$ cat src/rtl/reg_dump_engine.sv
// rtl/reg_dump_engine.sv - register-file dump sweep engine with ready/valid output and running checksum
module reg_dump_engine (
    input  logic        clock,
    input  logic        clear,
    input  logic        start,
    input  logic        abort,
    input  logic [15:0] reg_mask,
    output logic [3:0]  gp_register_select,
    input  logic [31:0] BusMuxOut,
    output logic        dump_valid,
    input  logic        dump_ready,
    output logic [31:0] dump_data,
    output logic [3:0]  dump_index,
    output logic        busy,
    output logic        done,
    output logic [31:0] checksum
);

    typedef enum logic [1:0] {
        IDLE   = 2'd0,
        SELECT = 2'd1,
        OUTPUT = 2'd2,
        DONE   = 2'd3
    } state_t;

    state_t      state;
    state_t      state_next;
    logic [15:0] pending;
    logic [15:0] remaining;
    logic        handshake;
    logic [3:0]  sel;

    // Lowest set bit of a mask; callers only use the result when the mask is non-zero.
    function automatic logic [3:0] lowest_set(input logic [15:0] m);
        logic [3:0] idx;
        idx = 4'd0;
        for (int i = 15; i >= 0; i--) begin
            if (m[i]) begin
                idx = 4'(i);
            end
        end
        return idx;
    endfunction

    // sel doubles as the sweep index: it is only updated when the next register is chosen,
    // so it naturally holds its last value through IDLE and DONE.
    assign gp_register_select = sel;
    assign busy               = (state != IDLE);
    assign done               = (state == DONE);

    // Abort wins over a coincident handshake, so the word on the bus is not counted.
    assign handshake = (state == OUTPUT) && dump_ready && !abort;
    assign remaining = pending & ~(16'd1 << sel);

    // State register.
    always_ff @(posedge clock or negedge clear) begin
        if (!clear) begin
            state <= IDLE;
        end else begin
            state <= state_next;
        end
    end

    // Next-state selection.
    always_comb begin
        state_next = state;
        case (state)
            IDLE: begin
                if (start) begin
                    state_next = (reg_mask == 16'd0) ? DONE : SELECT;
                end
            end
            SELECT: begin
                state_next = abort ? IDLE : OUTPUT;
            end
            OUTPUT: begin
                if (abort) begin
                    state_next = IDLE;
                end else if (dump_ready) begin
                    state_next = (remaining == 16'd0) ? DONE : SELECT;
                end
            end
            DONE: begin
                state_next = IDLE;
            end
            default: begin
                state_next = IDLE;
            end
        endcase
    end

    // Sweep datapath: pending mask, select index, captured word and running checksum.
    always_ff @(posedge clock or negedge clear) begin
        if (!clear) begin
            pending    <= 16'd0;
            sel        <= 4'd0;
            dump_valid <= 1'b0;
            dump_data  <= 32'd0;
            dump_index <= 4'd0;
            checksum   <= 32'd0;
        end else begin
            case (state)
                IDLE: begin
                    if (start) begin
                        pending  <= reg_mask;
                        checksum <= 32'd0;
                        if (reg_mask != 16'd0) begin
                            sel <= lowest_set(reg_mask);
                        end
                    end
                end
                SELECT: begin
                    if (abort) begin
                        pending <= 16'd0;
                    end else begin
                        dump_data  <= BusMuxOut;
                        dump_index <= sel;
                        dump_valid <= 1'b1;
                    end
                end
                OUTPUT: begin
                    if (abort) begin
                        pending    <= 16'd0;
                        dump_valid <= 1'b0;
                    end else if (handshake) begin
                        checksum   <= checksum + dump_data;
                        pending    <= remaining;
                        dump_valid <= 1'b0;
                        if (remaining != 16'd0) begin
                            sel <= lowest_set(remaining);
                        end
                    end
                end
                default: begin
                end
            endcase
        end
    end

endmodule

$ cat config.mk
export PLATFORM = sky130hd
export DESIGN_NAME = reg_dump_engine
export DESIGN_NICKNAME = d
export VERILOG_FILES = /design/src/rtl/reg_dump_engine.sv
export SDC_FILE = /design/constraint.sdc
export NUM_CORES = 1
export LEC_CHECK = 0
export CAP_MARGIN = 0
export CORE_MARGIN = 1
export CORE_UTILIZATION = 53
export CTS_BUF_LIST = sky130_fd_sc_hd__clkbuf_2
export DETAILED_ROUTE_END_ITERATION = 8
export PLACE_DENSITY = 0.82
export SYNTH_ARGS = -nofsm -noshare
export SYNTH_HDL_FRONTEND = slang
export SYNTH_SLANG_ARGS = --single-unit
$ cat constraint.sdc
create_clock -name clock -period 3.97 [get_ports clock]
set_clock_uncertainty 0.05 [all_clocks]
set_input_delay 0.794 -clock clock [delete_from_list [all_inputs] [get_ports clock]]
set_output_delay 0.794 -clock clock [all_outputs]
set_load 0.01 [all_outputs]
==> results of run 1 <==
-- power by group through the flow --
stage	logic (uW)	registers [uW]	clock network, uW
after detailed placement	3940	1850	0
after CTS	3970	1820	679
final	4000	1830	671
after global routing	4350	1890	711
after global placement	3790	1820	0
after floorplan	2490	1830	0
-- state kept, by name, indices dropped and copies added, names as in the netlist --
register            cells
state                   2
checksum               32
dump_data              32
pending                16
dump_valid              1
dump_index              4
gp_register_select      4
-- worst register-to-register path: cells and delay by family (launching register included) --
family / cells / cell delay [ns]
adder cells (fa/ha/maj): 2 / 0.68
AND/OR/NAND/NOR: 3 / 0.85
AO/OA/AOI/OAI: 5 / 1.05
flip-flops: 1 / 0.45
-- synthesized netlist by cell type (12+ instances only) --
master,count,area (sq um)
a21oi_1,39,195.2
a22o_1,16,140.1
clkbuf_1,17,63.81
dfrtp_1,91,2277
ha_1,36,450.4
inv_1,19,71.32
mux2_2,42,473.0
nand2_1,57,214.0
nor2_1,46,172.7
nor3_1,14,70.07
o21ai_0,63,315.3
xor2_1,12,105.1
-- metrics by stage --
step / setup WS, ns / area (sq um) / hold slack, ns
final: 0.7631 / 7477 / 0.1828
after global routing: 0.5680 / 7477 / 0.2052
after CTS: 0.7901 / 7477 / 0.1935
after detailed placement: 0.6118 / 7297 / 0.4365
after global placement: 0.6750 / 7297 / 0.4279
after floorplan: 1.096 / 5876 / 0.4378
-- cells by family (layout without fill, tap and decap cells) --
group | count (synthesis) | count (layout) | synth area share (%)
xor+xnor | 20 | 20 | 2.981
compound gates | 209 | 209 | 24.17
mux | 48 | 48 | 9.072
buf+inv | 43 | 170 | 2.853
simple gates | 175 | 175 | 14.16
fa+ha+maj | 37 | 37 | 8.007
flops | 91 | 91 | 38.76
-- worst max path at each step --
stage,startpoint,endpoint,cells after the start
after detailed placement,reg_mask[2],gp_register_select[1],7
after floorplan,dump_data[0],checksum[24],10
final,dump_data[0],checksum[28],10
after global placement,reg_mask[2],gp_register_select[1],7
after global routing,dump_data[0],checksum[24],10
after CTS,dump_data[0],checksum[28],10
-- layer usage --
metal	part of all wire (%)	track usage, %	wire (microns)
met1	40	34.53	6506
met2	50	50.00	8108
met3	7.4	7.385	1191
met4	2.4	13.01	391
met5	0	0	0
-- placed cells by master (no fill, tap or decap), types with 5 or more instances in the layout --
cell / n
or3_1: 5
buf_4: 9
clkdlybuf4s50_1: 126
a21oi_1: 39
o21ai_0: 63
ha_1: 36
o21a_1: 6
dfrtp_1: 91
nor2_1: 45
o31ai_1: 7
inv_1: 19
nand2b_1: 9
a22o_1: 16
a31oi_1: 7
o211ai_1: 6
nand3_1: 11
xor2_1: 12
a211oi_1: 7
nand2_1: 57
mux2i_1: 6
mux2_2: 42
clkbuf_2: 11
nor2b_1: 8
xnor2_1: 8
a21o_1: 8
nor3_1: 14
-- cell type report --
type	count	area [sq um]	area share (%)
Sequential cell	91	2277	30.46
Inverter	19	71.32	0.9538
Clock buffer	11	55.05	0.7363
Clock inverter	5	125.1	1.673
Multi-Input combinational cell	489	3445	46.07
Timing Repair Buffer	135	1329	17.77
Tap cell	140	175.2	2.343
==> results.md, run 1 <==
- Yosys warns: 0
- Final Util: 68.98%
- RSZ-0062 raised after global routing: false
- # resized after CTS: 0
- Internal Power: 3660 uW
- CP required: 4.44 ns
- Starting density of the core: 54.20%
- # rows: 38
- Clock Latency Late Sink: 0.63 ns
- Slew headroom: 42.78%
- Critical path type: flop to flop
- Initial antenna violation count: 0
- Total CTS buffers: 9
- Main synth FF type: dfrtp_1
- Avg Inst Size Synth: 9.431 sq um
- Max VDD drop: 0.4381 mV
- DR vias: 5565
- Fillers: 876
- Core footprint: 0.01084 sq mm
- Pleak: 0.003229 uW
- Root Buffer: clkbuf_2
- Hold buffers post-CTS: 0
- DR vias/cell: 6.253
- Final Hold Vio Count: 0
- Post-DP HPWL: 11950 microns
- Post-synth EDFFs: 0
- Combinational power share: 61.5%
- Final wirelength: 16200 microns
- GRT Overall Usage: 29.20%
- Iter 0 DRT Violations: 309
- Slew Limit Fails: 0
- Crit path time final: 3.207 ns
- Cell variety after synth: 70
- Drt first pass iters: 5
- Vias in the first global route: 5566
- End of the worst register-to-register path: checksum[28]
- Final worst path period share: 80.78%
- Clock share of power: 10.3%
- RD Place Congestion: 0.9330
- Max-Cap Viols: 0
- Top delay family on crit path: compound AO/OA/AOI/OAI gates
- Cell area after synthesis: 0.005876 sq mm
- FFs w/ async S/R, synth: 100.0%
- Worst Path Arrival: 3.68 ns
- #FFs+latches synth: 91
- Element type at the critical path start: flop
- Gr ovfl total: 0
- Nets@finish: 835
- Cell Count, Final, Fillers Out: 890
- Reg2reg start: dump_data[0]
- Pin count of the biggest net entering global routing: 68
- Fmax: 0.3118 GHz
- Outcome: finished clean
- TritonCTS clock tree: done
- # setup viols final: 0
- Post-synthesis sequential area ratio: 38.76%
- Port bufs: 127
- Layout cells sized above 1: 11.87%
- Tot Pwr: 6508 uW
- Die width: 107.3 microns
- Max H-tree Level: 3
- NetSw: 2848 uW
- # diodes: 0
- Slowest CP cell: dfrtp_1
- Worst path buffer plus inverter count: 0
- Critical Path Sink Type: flop
- CP max stage delay: 0.45 ns
- FF-to-FF setup slack: 0.76 ns
- Post-CTS setup buffer count: 0
- Switching Fraction: 43.77%
- I/O pin count: 128
- Sink Count: 91
- CP max FO: 6
- Die area: 0.01151 sq mm
- First-pass GRT wire length: 26140 microns
- Hold WC Path Type: input port to asynchronous set/reset pin
- Drt wl/cell: 18.20 microns
- CTS clk-pin slew, worst paths: 0.26 ns
- Worst path cell trace: ha_1 -> fa_1 -> a21oi_1 -> o211ai_1 -> and3_1 -> a31o_2 -> o221ai_2 -> o21ai_0 -> and4_1 -> or3_1
- Syn_nets: 713
- Area grow syn2layout: 27.26%
- Dpl cells: 874
- DRC: 0
- P per Cell Area: 870.4 mW/mm^2
- Clock buffer depth: 2
- DIE HEIGHT: 107.3 microns
- Routed Antenna Nets: 0
- R2R depth: 10
- Sum of negative setup slack: 0 ns
- Worst Tran Pin Value: 0.8583 ns
- Mapped Cells: 623
- Sequential share of power: 28.2%
Note: power is estimated with default switching activity, not from simulation.
==> run 2, diff against run 1 <==
- clock period: 3.97 -> 3.1 ns (I/O delays scaled with it)
==> run 2 against run 1 <==
  * Highest routed layer unchanged
  * Register-to-register slack got worse by 0.70 ns
  * Setup slack worse by 0.70 ns
  * Critical endpoint is now checksum[29]
  * Combinational power up 31%
  * First-iteration DRC count down 10%
  * Die area stayed put
  * Worst hold slack gained 0.28 ns
==> results.md, run 2 (synthesis gave the netlist of run 1 again) <==
- Final worst path period share: 97.97% (+17 points)
- Post-DP HPWL: 11750 microns (-1.7%)
- Fillers: 840 (-4.1%)
- Die width: 107.3 microns (unchanged)
- P per Cell Area: 1085 mW/mm^2 (+25%)
- CTS clk-pin slew, worst paths: 0.25 ns (about the same)
- TritonCTS clock tree: done
- Routed Antenna Nets: 0 (unchanged)
- DR vias: 5449 (-2.1%)
- Final Util: 69.83% (+0.85 points)
- Drt first pass iters: 5 (unchanged)
- Critical Path Sink Type: flop
- Final wirelength: 15810 microns (-2.4%)
- Total area of sequential cells: 0.002277 sq mm (unchanged)
- Fin Hold WS: 0.4580 ns (+0.2752 ns)
- Reg2reg start: dump_data[5]
- Layout cells sized above 1: 13.63% (+1.8 points)
- Pleak: 0.003268 uW (+1.2%)
- Start point of the critical path: dump_data[5]
- Worst Tran Pin Value: 0.8141 ns (-0.04417 ns)
- Drt wl/cell: 17.51 microns (-3.8%)
- Max H-tree Level: 3 (unchanged)
- DR vias/cell: 6.034 (-3.5%)
- # setup viols final: 0 (unchanged)
- Clock Latency Late Sink: 0.57 ns (-0.06 ns)
- Max VDD drop: 0.5246 mV (+20%)
- Vias in the first global route: 5281 (-5.1%)
- CP max FO: 5 (-1)
- Slew Limit Fails: 0 (unchanged)
- Clock buffer depth: 2 (unchanged)
- RD Place Congestion: 0.9198 (-1.4%)
- Sink Count: 91 (unchanged)
- # diodes: 0 (unchanged)
- Root Buffer: clkbuf_2
- Area of the multi-input gates: 0.003475 sq mm (+0.87%)
- Total CTS buffers: 9 (unchanged)
- Most frequent cells in the layout: clkdlybuf4s50_1, dfrtp_1, o21ai_0, nand2_1, nor2_1
- Final Hold Vio Count: 0 (unchanged)
- Hold WC Path Type: input port to asynchronous set/reset pin
- Die area: 0.01151 sq mm (unchanged)
- Max-Cap Viols: 0 (unchanged)
- Core footprint: 0.01084 sq mm (unchanged)
- Pin count of the biggest net entering global routing: 56 (-18%)
- DIE HEIGHT: 107.3 microns (unchanged)
- I/O pin count: 128 (unchanged)
- GRT Overall Usage: 27.93% (-1.3 points)
- Critical path type: flop to flop
- Most common cell after layout, fill and taps aside: clkdlybuf4s50_1
- Slew headroom: 45.73% (+2.9 points)
- Crit path time final: 3.037 ns (-0.1697 ns)
- Worst Path Arrival: 3.47 ns (-0.21 ns)
- Iter 0 DRT Violations: 278 (-10%)
- Largest regs: checksum x32, dump_data x32, pending x16
- CP required: 3.53 ns (-0.91 ns)
- # rows: 38 (unchanged)
- Element type at the critical path start: flop
- First-pass GRT wire length: 25320 microns (-3.1%)
- DRC: 0 (unchanged)
- Starting density of the core: 54.20% (unchanged)
- Outcome: finished clean
- Nets@finish: 848 (+1.6%)
- Fmax: 0.3293 GHz (+5.6%)
- Port bufs: 127 (unchanged)
- Gr ovfl total: 0 (unchanged)
- Area grow syn2layout: 28.83%
- Initial antenna violation count: 0 (unchanged)
==> run 2: final timing paths <==
kind | to | cells past startpoint | slack, ns
worst min register to register | checksum[0] | 2 | 0.49
min in group clock | checksum[0] | 2 | 0.49
worst max register to register | checksum[29] | 9 | 0.06
max in group asynchronous | dump_index[3] | 3 | 1.86
worst min-delay path | dump_data[7] | 2 | 0.46
worst max-delay path | checksum[29] | 9 | 0.06
==> run 2: worst max-delay path, cell delays in order, from the launching register on <==
cell	delay, ns
dfrtp_1	0.46
ha_1	0.38
o21a_1	0.21
o211ai_1	0.21
nor3_1	0.13
or4_4	0.56
a31oi_4	0.23
a211oi_1	0.14
or3_1	0.32
a32o_1	0.25
==> run 2: repair_timing <==
action / 4_1_cts / 5_1_grt
setup buffers: 0 / 0
resized for setup: 0 / 8
endpoints found under the hold margin: 36 / 0
endpoints found under the setup margin: 0 / 3
hold buffers: 1 / 0
==> run 2: final cells by class <==
class / instances / share of cell area [%]
clock buffers: 10 / 0.6612
clock inverters: 6 / 1.058
inverters: 19 / 0.9421
multi-input cells: 489 / 45.90
flip-flops and latches: 91 / 30.08
well taps: 140 / 2.314
repair buffers: 148 / 19.04
==> run 2: routing by layer <==
metal	vias up	part of all wire (%)	GRT usage, %
li1	2592	-	-
met1	2617	42	34.89
met2	208	50	49.03
met3	32	5.2	3.390
met4	0	2.3	11.15
met5	-	0	0
==> run 2: metrics by stage <==
| stage | setup TNS, ns | cells | power (uW) | worst slack, ns | instance area (sq um) |
|---|---|---|---|---|---|
| 2_1_floorplan | 0 | 623 | 5524 | 0.2257 | 5876 |
| 3_3_place_gp | 0 | 886 | 7272 | 0.1136 | 7400 |
| 3_5_place_dp | 0 | 886 | 7431 | 0.02287 | 7400 |
| 4_1_cts | 0 | 903 | 8117 | 0.002107 | 7540 |
| 5_1_grt | -0.04707 | 903 | 8812 | -0.02508 | 7570 |
| 6_report | 0 | 903 | 8216 | 0.06283 | 7570 |
==> run 2: where the power goes <==
part / internal [uW] / total, uW / switching [uW]
Combinational: 2610 / 5230 / 2620
Clock: 263 / 681 / 418
Sequential: 1720 / 2300 / 586
==> run 3, diff against run 2 <==
- CELL_PAD_IN_SITES_DETAIL_PLACEMENT: not set -> 1
- CELL_PAD_IN_SITES_GLOBAL_PLACEMENT: not set -> 2
- CORE_UTILIZATION: 53 -> 32
- PLACE_DENSITY: 0.82 -> 0.81
- SKIP_CTS_REPAIR_TIMING: not set -> 1
==> run 3 against run 2 <==
  * Global-route usage fell by 7.0 points
  * First-iteration DRC count is 35% lower
  * Via count increased by 0.84%
  * Sequential power hardly changed
  * Register-to-register slack improved by 0.02 ns
  * Die area increased by 64%
==> results.md, run 3 (synthesis gave the netlist of run 1 again) <==
- Total area of sequential cells: 0.002278 sq mm (about the same)
- Port bufs: 127 (unchanged)
- Area of the multi-input gates: 0.003478 sq mm (+0.11%)
- Final wirelength: 18830 microns (+19%)
- Vias in the first global route: 5774 (+9.3%)
- GRT Overall Usage: 20.97% (-7.0 points)
- CP max FO: 4 (-1)
- Max H-tree Level: 3 (unchanged)
- Drt wl/cell: 18.67 microns (+6.6%)
- Slew Limit Fails: 0 (unchanged)
- Worst Path Arrival: 3.49 ns (+0.02 ns)
- Most frequent cells in the layout: clkdlybuf4s50_1, dfrtp_1, o21ai_0, nand2_1, nor2_1
- Routed Antenna Nets: 0 (unchanged)
- Area grow syn2layout: 32.86%
- Worst Tran Pin Value: 0.7968 ns (-0.01734 ns)
- Element type at the critical path start: flop
- Critical Path Sink Type: flop
- Nets@finish: 864 (+1.9%)
- Post-route cell area: 0.007806 sq mm (+3.1%)
- # rows: 49 (+29%)
- DIE HEIGHT: 137.5 microns (+28%)
- Hold WC Path Type: input port to asynchronous set/reset pin
- Drt first pass iters: 4 (-1)
- Layout cells sized above 1: 16.05% (+2.4 points)
- Area after DPL: 0.007630 sq mm (+3.1%)
- Clock buffer depth: 2 (unchanged)
- Initial antenna violation count: 1 (+1)
- Fmax: 0.3317 GHz (+0.76%)
- Gr ovfl total: 0 (unchanged)
- CTS clk-pin slew, worst paths: 0.29 ns (+0.04 ns)
- DRC: 0 (unchanged)
- Cell Count, Final, Fillers Out: 1009 (+12%)
- Sum of negative setup slack: 0 ns (unchanged)
- Critical path type: flop to flop
- # setup viols final: 0 (unchanged)
- Most common cell after layout, fill and taps aside: clkdlybuf4s50_1
- Final Hold Vio Count: 0 (unchanged)
- DR vias/cell: 5.446 (-9.7%)
- Starting density of the core: 32.71% (-21 points)
- Tot Pwr: 8398 uW (+2.2%)
- Sink Count: 91 (unchanged)
- Slowest CP cell: or4_4
- Root Buffer: clkbuf_2
- Pin count of the biggest net entering global routing: 40 (-29%)
- Pleak: 0.003341 uW (+2.3%)
- Worst path cell trace: ha_1 -> a211oi_2 -> o311a_1 -> nor3_1 -> or4_4 -> a31oi_4 -> a211oi_1 -> or3_1 -> a32o_1
- I/O pin count: 128 (unchanged)
- CP required: 3.58 ns (+0.05 ns)
- Dpl cells: 988 (+12%)
- Outcome: finished clean
- DR vias: 5495 (+0.84%)
- Slew headroom: 46.88% (+1.2 points)
- Core footprint: 0.01796 sq mm (+66%)
- TritonCTS clock tree: done
- RSZ-0062 raised after global routing: true
- Clock Latency Late Sink: 0.62 ns (+0.05 ns)
- Top delay family on crit path: compound AO/OA/AOI/OAI gates
- Post-DP HPWL: 14560 microns (+24%)
- Die width: 137.5 microns (+28%)
- Total CTS buffers: 9 (unchanged)
- CP max stage delay: 0.57 ns (about the same)
- Crit path time final: 3.014 ns (-0.02276 ns)
- P per Cell Area: 1076 mW/mm^2 (-0.88%)
- Iter 0 DRT Violations: 182 (-35%)
- Worst path buffer plus inverter count: 0 (unchanged)
- Max-Cap Viols: 0 (unchanged)
- Largest regs: checksum x32, dump_data x32, pending x16
- Die area: 0.01891 sq mm (+64%)
- RD Place Congestion: 0.9007 (-2.1%)
- Fillers: 2067 (+150%)
- First-pass GRT wire length: 30300 microns (+20%)
- Max VDD drop: 0.4315 mV (-18%)
- Final worst path period share: 97.24% (-0.73 points)
## run 3: cell types whose count changed in the layout (fill, tap and decap cells not counted), sizes merged
cell and delta:
diode +1, inv +1, clkinv +1, clkinvlp -1, buf +16, bufinv -1
## run 3: cell type report
class                   count  share of cell area [%]
diodes                      1                 0.03206
clock buffers              10                  0.6411
clock inverters             6                  0.8335
inverters                  19                  0.9136
multi-input cells         489                   44.56
flip-flops and latches     91                   29.19
well taps                 229                   3.670
repair buffers            164                   20.16
## run 3: per-stage QoR
step | worst slack [ns] | hold WS [ns] | utilization, %
6_report | 0.08559 | 0.4279 | 43.46
3_3_place_gp | 0.03766 | 0.4294 | 42.47
3_5_place_dp | -0.04269 | 0.4492 | 42.47
5_1_grt | -0.01710 | 0.4040 | 43.46
2_1_floorplan | 0.2257 | 0.2744 | -
4_1_cts | -0.02884 | -0.1677 | 43.11
## run 3: power by group
part	internal (uW)	switching (uW)	total (uW)
combinational	2700	2730	5430
sequential	1720	607	2320
clock	192	453	645
total	4610	3790	8400
## run 3: metal layers
metal / global-route usage [%] / up-vias / routed length (microns)
met3: 3.642 / 22 / 640
li1: - / 2621 / -
met5: 0 / - / 0
met2: 39.06 / 110 / 9972
met1: 24.63 / 2742 / 7960
met4: 5.067 / 0 / 259
## run 3: final timing paths
kind                                  to     startpoint  cells past startpoint  slack [ns]
setup / recovery            checksum[29]    checksum[1]                      9        0.09
hold / removal              dump_data[7]          clear                      2        0.43
setup reg to reg            checksum[29]    checksum[1]                      9        0.09
hold reg to reg            dump_index[3]  dump_index[3]                      1        0.50
max in group asynchronous  dump_data[22]          clear                      3        1.85
min in group clock         dump_index[3]  dump_index[3]                      1        0.50
## run 3: worst register-to-register path, cell delays in order, from the launching register on
cell	delay (ns)
dfrtp_1	0.50
ha_1	0.32
a211oi_2	0.24
o311a_1	0.21
nor3_1	0.09
or4_4	0.57
a31oi_4	0.22
a211oi_1	0.13
or3_1	0.34
a32o_1	0.26
